File: src/rtl/pulse_width_monitor_if.sv
// Measurement port of pulse_width_monitor: one completed run per valid/ready transfer.
// The monitor drives the master side, the consumer (checker/logger) drives the slave side.
interface pulse_width_monitor_if #(
    parameter int WIDTH_W = 16
) ();
    logic               width_valid;
    logic               width_ready;
    logic               width_level;
    logic [WIDTH_W-1:0] width_count;
    logic               width_sat;

    modport master (
        output width_valid,
        output width_level,
        output width_count,
        output width_sat,
        input  width_ready
    );

    modport slave (
        input  width_valid,
        input  width_level,
        input  width_count,
        input  width_sat,
        output width_ready
    );
endinterface

File: src/rtl/pulse_width_monitor.sv
// Resynchronises an async line, measures every high/low run in clk cycles and publishes it on a
// valid/ready port; counts rising edges. Optional glitch filter: define PWM_GLITCH_FILTER_EN.
module pulse_width_monitor #(
    parameter int WIDTH_W    = 16,
    parameter int EDGE_W     = 8,
    parameter int FILTER_LEN = 3
) (
    input  logic                  clk,
    input  logic                  rst_n,
    input  logic                  din,
    input  logic                  clear,
    pulse_width_monitor_if.master mon,
    output logic                  overrun,
    output logic [EDGE_W-1:0]     edge_count
);
    localparam logic [WIDTH_W-1:0] CNT_MAX = {WIDTH_W{1'b1}};

    logic               s1_r;
    logic               s2_r;
    logic               lvl_r;
    logic               primed_r;
    logic [WIDTH_W-1:0] cnt_r;
    logic               valid_r;
    logic               level_r;
    logic [WIDTH_W-1:0] count_r;
    logic               sat_r;
    logic               overrun_r;
    logic [EDGE_W-1:0]  edge_r;
    logic               change_s;
    logic               rise_s;

`ifdef PWM_GLITCH_FILTER_EN
    localparam int STAB_W = $clog2(FILTER_LEN + 1);
    localparam logic [STAB_W-1:0] STAB_LAST = STAB_W'(FILTER_LEN - 1);

    logic [STAB_W-1:0] stab_r;

    // Accept the new level on the cycle the disagreement would reach FILTER_LEN consecutive cycles
    always_comb begin
        change_s = 1'b0;
        if ((s2_r != lvl_r) && (stab_r == STAB_LAST)) begin
            change_s = 1'b1;
        end else begin
            change_s = 1'b0;
        end
    end

    // Stability counter: cycles the synchronised input has disagreed with the accepted level
    always_ff @(posedge clk or negedge rst_n) begin
        if (!rst_n) begin
            stab_r <= {STAB_W{1'b0}};
        end else if ((s2_r == lvl_r) || change_s) begin
            stab_r <= {STAB_W{1'b0}};
        end else begin
            stab_r <= stab_r + STAB_W'(1);
        end
    end
`else
    // Without the filter the accepted level follows the synchroniser output directly
    always_comb begin
        change_s = 1'b0;
        if (s2_r != lvl_r) begin
            change_s = 1'b1;
        end else begin
            change_s = 1'b0;
        end
    end
`endif

    // The accepted level becomes s2 on a change, so a rising change is one where s2 is high
    always_comb begin
        rise_s = 1'b0;
        if (change_s && s2_r) begin
            rise_s = 1'b1;
        end else begin
            rise_s = 1'b0;
        end
    end

    // Two-flop synchroniser and accepted level; clear deliberately leaves these tracking din
    always_ff @(posedge clk or negedge rst_n) begin
        if (!rst_n) begin
            s1_r  <= 1'b0;
            s2_r  <= 1'b0;
            lvl_r <= 1'b0;
        end else begin
            s1_r <= din;
            s2_r <= s1_r;
            if (change_s) begin
                lvl_r <= s2_r;
            end else begin
                lvl_r <= lvl_r;
            end
        end
    end

    // Run-length counter (saturating) and priming: the run in progress at reset/clear has no known start
    always_ff @(posedge clk or negedge rst_n) begin
        if (!rst_n) begin
            cnt_r    <= {WIDTH_W{1'b0}};
            primed_r <= 1'b0;
        end else if (clear) begin
            cnt_r    <= {WIDTH_W{1'b0}};
            primed_r <= 1'b0;
        end else if (change_s) begin
            cnt_r    <= WIDTH_W'(1);
            primed_r <= 1'b1;
        end else if (cnt_r != CNT_MAX) begin
            cnt_r <= cnt_r + WIDTH_W'(1);
        end else begin
            cnt_r <= cnt_r;
        end
    end

    // Publish completed runs, run the handshake, flag overwrites and count rising edges
    always_ff @(posedge clk or negedge rst_n) begin
        if (!rst_n) begin
            valid_r   <= 1'b0;
            level_r   <= 1'b0;
            count_r   <= {WIDTH_W{1'b0}};
            sat_r     <= 1'b0;
            overrun_r <= 1'b0;
            edge_r    <= {EDGE_W{1'b0}};
        end else if (clear) begin
            valid_r   <= 1'b0;
            level_r   <= 1'b0;
            count_r   <= {WIDTH_W{1'b0}};
            sat_r     <= 1'b0;
            overrun_r <= 1'b0;
            edge_r    <= {EDGE_W{1'b0}};
        end else begin
            if (change_s && primed_r) begin
                valid_r <= 1'b1;
                level_r <= lvl_r;
                count_r <= cnt_r;
                sat_r   <= (cnt_r == CNT_MAX);
                // A pending measurement the consumer never took is lost here
                if (valid_r && !mon.width_ready) begin
                    overrun_r <= 1'b1;
                end else begin
                    overrun_r <= overrun_r;
                end
            end else if (valid_r && mon.width_ready) begin
                valid_r <= 1'b0;
            end else begin
                valid_r <= valid_r;
            end
            if (rise_s) begin
                edge_r <= edge_r + EDGE_W'(1);
            end else begin
                edge_r <= edge_r;
            end
        end
    end

    assign mon.width_valid = valid_r;
    assign mon.width_level = level_r;
    assign mon.width_count = count_r;
    assign mon.width_sat   = sat_r;
    assign overrun         = overrun_r;
    assign edge_count      = edge_r;

endmodule

File: src/flat_wrapper.sv
// flat-port wrapper written by rule: the top's interface ports become plain ports
module pulse_width_monitor_flat 
#(
    parameter int WIDTH_W    = 16,
    parameter int EDGE_W     = 8,
    parameter int FILTER_LEN = 3
)
  (clk, rst_n, din, clear, overrun, edge_count, mon_width_valid, mon_width_level, mon_width_count, mon_width_sat, mon_width_ready);
  pulse_width_monitor_if #(.WIDTH_W(WIDTH_W)) mon_i ();
  input  logic clk;
  input  logic rst_n;
  input  logic din;
  input  logic clear;
  output logic overrun;
  output logic [EDGE_W-1:0] edge_count;
  output wire logic [$bits(mon_i.width_valid)-1:0] mon_width_valid;
  output wire logic [$bits(mon_i.width_level)-1:0] mon_width_level;
  output wire logic [$bits(mon_i.width_count)-1:0] mon_width_count;
  output wire logic [$bits(mon_i.width_sat)-1:0] mon_width_sat;
  input wire logic [$bits(mon_i.width_ready)-1:0] mon_width_ready;
  assign mon_width_valid = mon_i.width_valid;
  assign mon_width_level = mon_i.width_level;
  assign mon_width_count = mon_i.width_count;
  assign mon_width_sat = mon_i.width_sat;
  assign mon_i.width_ready = mon_width_ready;
  pulse_width_monitor #(.WIDTH_W(WIDTH_W), .EDGE_W(EDGE_W), .FILTER_LEN(FILTER_LEN)) u_core (.clk(clk), .rst_n(rst_n), .din(din), .clear(clear), .mon(mon_i), .overrun(overrun), .edge_count(edge_count));
endmodule
File: config.mk
export PLATFORM = sky130hd
export DESIGN_NAME = pulse_width_monitor_flat
export DESIGN_NICKNAME = d
export VERILOG_FILES = /design/src/rtl/pulse_width_monitor_if.sv /design/src/rtl/pulse_width_monitor.sv /design/src/flat_wrapper.sv
export SDC_FILE = /design/constraint.sdc
export NUM_CORES = 1
export LEC_CHECK = 0
export ABC_AREA = 1
export CELL_PAD_IN_SITES_DETAIL_PLACEMENT = 0
export CELL_PAD_IN_SITES_GLOBAL_PLACEMENT = 1
export CORE_MARGIN = 4
export CORE_UTILIZATION = 30
export DETAILED_ROUTE_END_ITERATION = 12
export GPL_TIMING_DRIVEN = 0
export PLACE_DENSITY = 0.69
export RECOVER_POWER = 100
export SLEW_MARGIN = 10
export SYNTH_ARGS = -nofsm -noshare
export SYNTH_HDL_FRONTEND = slang
export SYNTH_SLANG_ARGS = --single-unit
File: constraint.sdc
create_clock -name clk -period 1.78 [get_ports clk]
set_input_delay 0.178 -clock clk [delete_from_list [all_inputs] [get_ports clk]]
set_output_delay 0.178 -clock clk [all_outputs]
set_load 0.005 [all_outputs]
Word-level counts from Yosys, hierarchy flattened
Cells that the tools add are included.
{"block": "classes", "n_addsub": 2, "eq_ne": 3, "n_mux": 21, "n_reduce_logical": 12}
{"operator": "two-way mux 16 bit", "count": 5}
{"operator": "adder 16 x 1 -> 16 bit (second input constant)", "count": 1}
{"operator": "== test 16 bit (second input constant)", "count": 1}
{"operator": "two-way mux 8 bit", "count": 2}
{"operator": "!= test 16 bit (second input constant)", "count": 1}
{"operator": "two-way mux 1 bit", "count": 14}
{"operator": "adder 8 x 1 -> 8 bit (second input constant)", "count": 1}
{"operator": "nonzero test 2 bit", "count": 4}
{"operator": "nonzero test 3 bit", "count": 2}
{"operator": "logical AND 1 bit", "count": 4}
{"operator": "AND reduction 2 bit", "count": 1}
{"operator": "zero test 1 bit", "count": 1}
{"operator": "!= test 1 bit", "count": 1}
{"block": "totals", "regBits": 48, "in_bits": 5, "output_inout_bits": 28, "elab_cells": 49}

Longest topological paths before layout
Gate-level depths: netlist of run 1.
{"block": "logic_depth", "depth_word": 6, "depth_mapped": 9, "ltp_nobuf": 9}

Least setup slack after synthesis of run 1
OpenSTA, ideal clock, no wires.
{"block": "synth_timing", "path_type": "reg2reg", "startpoint": "reg u_core.lvl_r", "endpoint": "reg u_core.count_r[10] (netlist: u_core.mon.width_count[10])", "setup_ns": 0.130, "arrival_time_ns": 1.415, "t_required_ns": 1.650, "path_slack_ns": 0.234, "path_stages_with_launch": 8, "n_path_buf": 1, "period_less_slack_ns": 1.546, "path_cell_list": "dfrtp_1 -> inv_1 -> ha_1 -> nor2_2 -> inv_2 -> buf_2 -> nand3_1 -> o21ai_0"}
{"block": "synth_via", "elab_chain_cells": 4}
{"item": "start, declared", "line_no": "pulse_width_monitor.sv:20", "source": "logic lvl_r;"}
{"item": "start signal, assigned", "line_no": "pulse_width_monitor.sv:90", "source": "lvl_r <= s2_r;"}
{"item": "start signal, assigned", "line_no": "pulse_width_monitor.sv:92", "source": "lvl_r <= lvl_r;"}
{"item": "!= test 1 bit", "line_no": "pulse_width_monitor.sv:62", "source": "if (s2_r != lvl_r) begin"}
{"item": "two-way mux 1 bit", "line_no": "pulse_width_monitor.sv:62"}
{"item": "logical AND 1 bit", "line_no": "pulse_width_monitor.sv:132", "source": "if (change_s && primed_r) begin"}
{"item": "nonzero test 2 bit (no line)"}
{"item": "end signal, assigned", "line_no": "pulse_width_monitor.sv:120", "source": "count_r <= {WIDTH_W{1'b0}};"}
{"item": "end signal, assigned", "line_no": "pulse_width_monitor.sv:127", "source": "count_r <= {WIDTH_W{1'b0}};"}
{"item": "end signal, assigned", "line_no": "pulse_width_monitor.sv:135", "source": "count_r <= cnt_r;"}
{"item": "end, declared", "line_no": "pulse_width_monitor.sv:25", "source": "logic [WIDTH_W-1:0] count_r;"}
Every way passes these cells.
A chain may end at the register's enable or synchronous reset.

Worst setup path after layout of run 1
{"block": "layout_timing", "startpoint": "reg u_core.cnt_r[0]", "endpoint": "reg u_core.cnt_r[14]"}
{"block": "layout_via", "elab_chain_cells": 4, "elab_cells_between_ends": 6, "classes_between": "add/sub: 1; eq/ne: 1; mux: 3; reduce/logical: 1"}
{"item": "start, declared", "line_no": "pulse_width_monitor.sv:22", "source": "logic [WIDTH_W-1:0] cnt_r;"}
{"item": "start signal, assigned", "line_no": "pulse_width_monitor.sv:100", "source": "cnt_r <= {WIDTH_W{1'b0}};"}
{"item": "start signal, assigned", "line_no": "pulse_width_monitor.sv:103", "source": "cnt_r <= {WIDTH_W{1'b0}};"}
{"item": "start signal, assigned", "line_no": "pulse_width_monitor.sv:109", "source": "cnt_r <= cnt_r + WIDTH_W'(1);"}
{"item": "adder 16 x 1 -> 16 bit", "line_no": "pulse_width_monitor.sv:109"}
{"item": "two-way mux 16 bit", "line_no": "pulse_width_monitor.sv:108", "source": "end else if (cnt_r != CNT_MAX) begin"}
{"item": "two-way mux 16 bit", "line_no": "pulse_width_monitor.sv:105", "source": "end else if (change_s) begin"}
{"item": "two-way mux 16 bit", "line_no": "pulse_width_monitor.sv:102", "source": "end else if (clear) begin"}
Parallel ways exist; a longest one is shown, timed or not. The select of a mux whose other input is x is not followed.

==> results of run 1 <==
[worst max-delay path, cell delays in order, from the launching register on]
cell     delay, ns
dfrtp_2       0.42
ha_2          0.23
nand3_1       0.14
inv_2         0.13
nand2_2       0.08
nor2_4        0.11
nand3_4       0.12
buf_6         0.19
a21oi_1       0.15
[worst max path at each step]
stage / end / slack (ns) / cells past startpoint
2_1_floorplan: u_core.mon.width_count[10] / 0.23 / 7
3_3_place_gp: u_core.cnt_r[6] / -0.95 / 1
3_5_place_dp: u_core.mon.width_count[9] / -0.09 / 6
4_1_cts: u_core.mon.width_count[4] / 0.01 / 6
5_1_grt: u_core.cnt_r[14] / 0.01 / 8
6_report: u_core.cnt_r[14] / 0.14 / 8
[layer usage]
metal / wire [µm] / vias to the layer above / track usage, %
met3: 291 / 2 / 2.893
met1: 2736 / 895 / 18.14
met5: 0 / - / 0
met4: 24 / 0 / 2.844
met2: 2567 / 42 / 22.02
li1: - / 994 / -
[where the power goes]
group          internal [µW]  switching [µW]
Clock                    317             376
Combinational            156             298
Sequential              1150            37.5
Total                   1620             712
[area by class of cell]
| cell class | instances | area (µm²) |
|---|---|---|
| Inverter | 35 | 131.4 |
| Buffer | 8 | 45.04 |
| Fill cell | 789 | 4516 |
| Tap cell | 99 | 123.9 |
| Clock buffer | 7 | 86.33 |
| Timing Repair Buffer | 34 | 339.1 |
| Sequential cell | 48 | 1202 |
| Multi-Input combinational cell | 189 | 957.2 |
| Clock inverter | 1 | 7.507 |
[synth_stat cells (all sizes together)]
| cell type | instances |
|---|---|
| nor2 | 28 |
| inv | 35 |
| o31ai | 1 |
| a31oi | 2 |
| clkbuf | 4 |
| nand3 | 42 |
| nand2 | 63 |
| ha | 3 |
| nand4 | 4 |
| a21oi | 15 |
| a21boi | 5 |
| o21ai | 21 |
| nor3 | 5 |
| dfrtp | 48 |
| buf | 4 |
[through the flow]
step / total power, µW / util [%] / setup TNS, ns / hold WS, ns
3_5_place_dp: 1660 / 37.60 / -0.7252 / 0.2076
2_1_floorplan: 1483 / - / 0 / -0.1176
5_1_grt: 2469 / 39.05 / 0 / 0.1873
6_report: 2329 / 39.05 / 0 / 0.1790
4_1_cts: 2373 / 39.10 / 0 / 0.1824
3_3_place_gp: 1646 / 37.39 / -46.10 / 0.3338
[cell families (layout without fill, tap and decap cells)]
kind of cell / count (synthesis) / count (layout) / share of synthesized area, %
simple gates: 142 / 142 / 28.12
flops: 48 / 48 / 51.42
compound gates: 44 / 44 / 11.46
buf+inv: 43 / 85 / 7.391
fa+ha+maj: 3 / 3 / 1.607
[timing repair]
item	4_1_cts	5_1_grt
endpoints found under the hold margin	22	0
pin swaps	1	1
setup buffers	0	1
hold buffers	1	0
resized for setup	2	5
endpoints found under the setup margin	15	22
==> qor.yml, run 1 <==
worst_setup_path:
  setup.worst_path.end_class: "flip-flop"
  cp_data_arrival_time_ns: 1.87
  required_ns: 2.01
  crit_type: "reg -> reg"
  cp_max_fo: 10
  r2r_end: "u_core.cnt_r[14]"
  startpoint_type: "flip-flop"
  cp-startpoint: "u_core.cnt_r[0]"
  reg2reg_slack_ns: 0.14
  r2r_cells: 8
  r2r_start: "u_core.cnt_r[0]"
synthesis:
  synthDistinctLibCells: 23
  syn-cell-area_um2: 2336
  ys_seq_area_share_pct: 51.42
  ys_warn_count: 0
  synth.area.top_cells: "dfrtp_1, nand2_1, nand3_1"
  syn_avg_cell_area_um2: 8.343
  yosysTopAreaCell: "dfrtp_1"
  synth_nets: 288
  synth_top_area_share_pct: 51.42
  ys_ff_latch: 48
  syn_inst: 280
clock_tree:
  root_buffer: "clkbuf_8"
  clockBufferDepth: 2
  clock_latency_ns: 0.30
  clk_pin_slew_ns: 0.09
  cts_max_level: 2
  cts.sinks: 48
  cts_tree: "yes"
  cts_buffers: 5
detailed_routing:
  avgRoutedWirePerCell_um: 13.35
  drtIter0Drc: 91
  routed_via_density: 4.591
  post-route-drc-count: 0
  via_count: 1933
  drt-total-wl_um: 5620
  dr.pass1.iters: 4
  drtAntennaViolNets: 0
sta:
  fmax_mhz: 609.8
  slew_viol_final: 0
  fin_skew_ns: 0.003846
  hold_violations: 0
  timing.slew.headroom_pct: 58.33
  setup_viol_count_final: 0
  period_share_pct: 92.13
  layout_min_cycle_time_ns: 1.640
  fin_ws_ns: 0.1402
  rsz0062_at_grt: "false"
  worst_pin_slew_ns: 0.6250
layout:
  final_area_um2: 2893
  final_cell_mix: "nand2_1, dfrtp_1, nand3_1"
  nets: 329
  layoutNonFillerInstCount: 421
  layout-drive-gt1-share_pct: 10.87
  synthToLayoutAreaGrowth_pct: 23.83
  layout_commonest_cell: "nand2_1"
  num_antenna_cells: 0
worst_hold_path:
  hp-class: "in -> reg"
  worst_hold_path.endpoint: "u_core.primed_r"
  whs_path_depth: 2
  worstHoldStart: "clear"
job:
  cap_violations: 0
floorplan:
  core_area_um2: 7408
  die_h_um: 96.24
  dieArea_um2: 9262
  chipWidth_um: 96.24
  start_util_pct: 31.53
  num_io_pins: 33
  row_count: 31
grt:
  grt_max_degree: 27
  grt_overflow: 0
  first_global_vias: 1962
  grt_usage_pct: 13.42
  grt_pass1_wl_um: 9549
  antenna_found_initial: 0
placement:
  placed_cell_area_um2: 2785
  pre_cts_slack_ns: -0.09488
  routabilityCongestion: 0.7761
  dp_hpwl_um: 4232
  post-place-cells: 411
  portBuffers: 31
power:
  p_per_area_nw_per_um2: 805.2
  peakVddDrop_mv: 0.2528
  leakage_uw: 0.001405
run_status:
  status: "completed"
Note: power is estimated with default switching activity, not from simulation.
==> run 2: changes to the inputs <==
MAX_ROUTING_LAYER = met4   (was not set)
==> run 2 against run 1 <==
Final cell count did not move. Clock-buffer cell count did not move. Cell area did not move.
==> qor.yml, run 2 (synthesis results as in run 1) <==
worst_hold_path:
  hp-class: "in -> reg"  # unchanged
  worstHoldStart: "clear"  # unchanged
detailed_routing:
  drt-total-wl_um: 5617  # was 5620 µm
  drtAntennaViolNets: 0  # unchanged
  dr.pass1.iters: 4  # unchanged
  drtIter0Drc: 81  # was 91
  post-route-drc-count: 0  # unchanged
  avgRoutedWirePerCell_um: 13.34  # was 13.35 µm
  via_count: 1923  # was 1,933
  routed_via_density: 4.568  # was 4.591
sta:
  period_share_pct: 91.78  # was 92.13%
  fin_ws_ns: 0.1463  # was 0.1402 ns
  layout_min_cycle_time_ns: 1.634  # was 1.640 ns
  fmax_mhz: 612.1  # was 609.8 MHz
  timing.slew.headroom_pct: 58.13  # was 58.33%
  hold_violations: 0  # unchanged
  hold_slack_ns: 0.1817  # was 0.1790 ns
  slew_viol_final: 0  # unchanged
  worst_pin_slew_ns: 0.6281  # was 0.6250 ns
  rsz0062_at_grt: "false"  # unchanged
  fin_skew_ns: 0.004979  # was 0.003846 ns
  setup_viol_count_final: 0  # unchanged
clock_tree:
  clock_latency_ns: 0.30  # about the same
  cts_buffers: 5  # unchanged
  cts.sinks: 48  # unchanged
  root_buffer: "clkbuf_8"  # unchanged
  clk_pin_slew_ns: 0.09  # about the same
  cts_max_level: 2  # unchanged
  clockBufferDepth: 2  # unchanged
  cts_tree: "yes"  # unchanged
layout:
  layout-drive-gt1-share_pct: 10.87  # unchanged
  nFillCells: 789  # unchanged
  nets: 329  # unchanged
  final_cell_mix: "nand2_1, dfrtp_1, nand3_1"  # unchanged
  seq_area_um2: 1202  # unchanged
  layout_commonest_cell: "nand2_1"  # unchanged
  fin_util_pct: 39.05  # unchanged
  multiInputGateArea_um2: 957.2  # unchanged
  synthToLayoutAreaGrowth_pct: 23.83  # unchanged
  num_antenna_cells: 0  # unchanged
floorplan:
  chipWidth_um: 96.24  # unchanged
  num_io_pins: 33  # unchanged
  start_util_pct: 31.53  # unchanged
  die_h_um: 96.24  # unchanged
  dieArea_um2: 9262  # unchanged
  core_area_um2: 7408  # unchanged
  row_count: 31  # unchanged
worst_setup_path:
  required_ns: 2.01  # about the same
  cp_max_fo: 10  # unchanged
  startpoint_type: "flip-flop"  # unchanged
  reg2reg_slack_ns: 0.15  # was 0.14 ns
  setup.worst_path.end_class: "flip-flop"  # unchanged
  r2r_start: "u_core.cnt_r[0]"  # unchanged
  crit_type: "reg -> reg"  # unchanged
  cp-startpoint: "u_core.cnt_r[0]"  # unchanged
  cp_data_arrival_time_ns: 1.87  # about the same
grt:
  first_global_vias: 1956  # was 1,962
  grt_pass1_wl_um: 9570  # was 9549 µm
  grt_max_degree: 27  # unchanged
  antenna_found_initial: 0  # unchanged
  grt_usage_pct: 13.82  # was 13.42%
  grt_overflow: 0  # unchanged
placement:
  pre_cts_slack_ns: -0.09488  # unchanged
  dp_hpwl_um: 4232  # unchanged
  portBuffers: 31  # unchanged
  routabilityCongestion: 0.7867  # was 0.7761
power:
  p_per_area_nw_per_um2: 805.2  # about the same
  leakage_uw: 0.001405  # unchanged
  peakVddDrop_mv: 0.2528  # about the same
  p_total_uw: 2329  # about the same
run_status:
  status: "completed"  # unchanged
job:
  cap_violations: 0  # unchanged
==> run 2: cell counts in the layout (fill, tap and decap cells not counted) <==
No cell type changed its count.
==> run 2: power by group <==
part,internal (µW),total [µW],switching (µW),leakage (µW)
clock network,317,693,376,0.0000445
registers,1150,1180,37.4,0.000657
logic,156,454,298,0.000703
total,1620,2330,712,0.00140
==> run 2: critical path, stage by stage (launching register included) <==
cell,delay [ns]
dfrtp_2,0.42
ha_2,0.23
nand3_1,0.14
inv_2,0.13
nand2_2,0.08
nor2_4,0.11
nand3_4,0.12
buf_6,0.19
a21oi_1,0.15
==> run 2: final timing paths <==
check,cells past startpoint,endpoint
max,8,u_core.cnt_r[14]
min reg2reg,0,u_core.s2_r
min,2,u_core.primed_r
max in group asynchronous,3,u_core.cnt_r[0]
max reg2reg,8,u_core.cnt_r[14]
min in group asynchronous,2,u_core.edge_count[2]
==> run 2: final cells by class <==
cell class | count | share of cell area (%)
clock inverters | 1 | 0.2595
clock buffers | 7 | 2.984
well taps | 99 | 4.282
plain buffers | 8 | 1.557
multi-input cells | 189 | 33.09
inverters | 35 | 4.542
repair buffers | 34 | 11.72
flip-flops and latches | 48 | 41.57
==> run 2: layer usage <==
metal | GRT usage [%] | wire length (µm) | share of wire, %
met1 | 18.28 | 2749 | 49
met5 | - | 0 | 0
met4 | 2.844 | 14 | 0.25
met3 | 2.893 | 275 | 4.9
met2 | 21.91 | 2577 | 46
==> run 2: what timing repair did <==
action                                  4_1_cts  5_1_grt
resized for setup                             2        5
hold buffers                                  1        0
endpoints found under the setup margin       15       22
buffers inserted                              0        1
hold endpoints to repair                     22        0
pin swaps                                     1        1
==> run 2: metrics by stage <==
step / cells / instance area [µm²] / setup TNS (ns)
2_1_floorplan: 280 / 2336 / 0
3_3_place_gp: 410 / 2770 / -46.10
3_5_place_dp: 411 / 2785 / -0.7252
4_1_cts: 420 / 2897 / 0
5_1_grt: 421 / 2893 / 0
6_report: 421 / 2893 / 0
==> run 3: changes to the inputs <==
HOLD_SLACK_MARGIN = 0.1   (was not set)
==> results of run 3 <==
No change in the layout: final DEF, timing and power equal those of run 2.
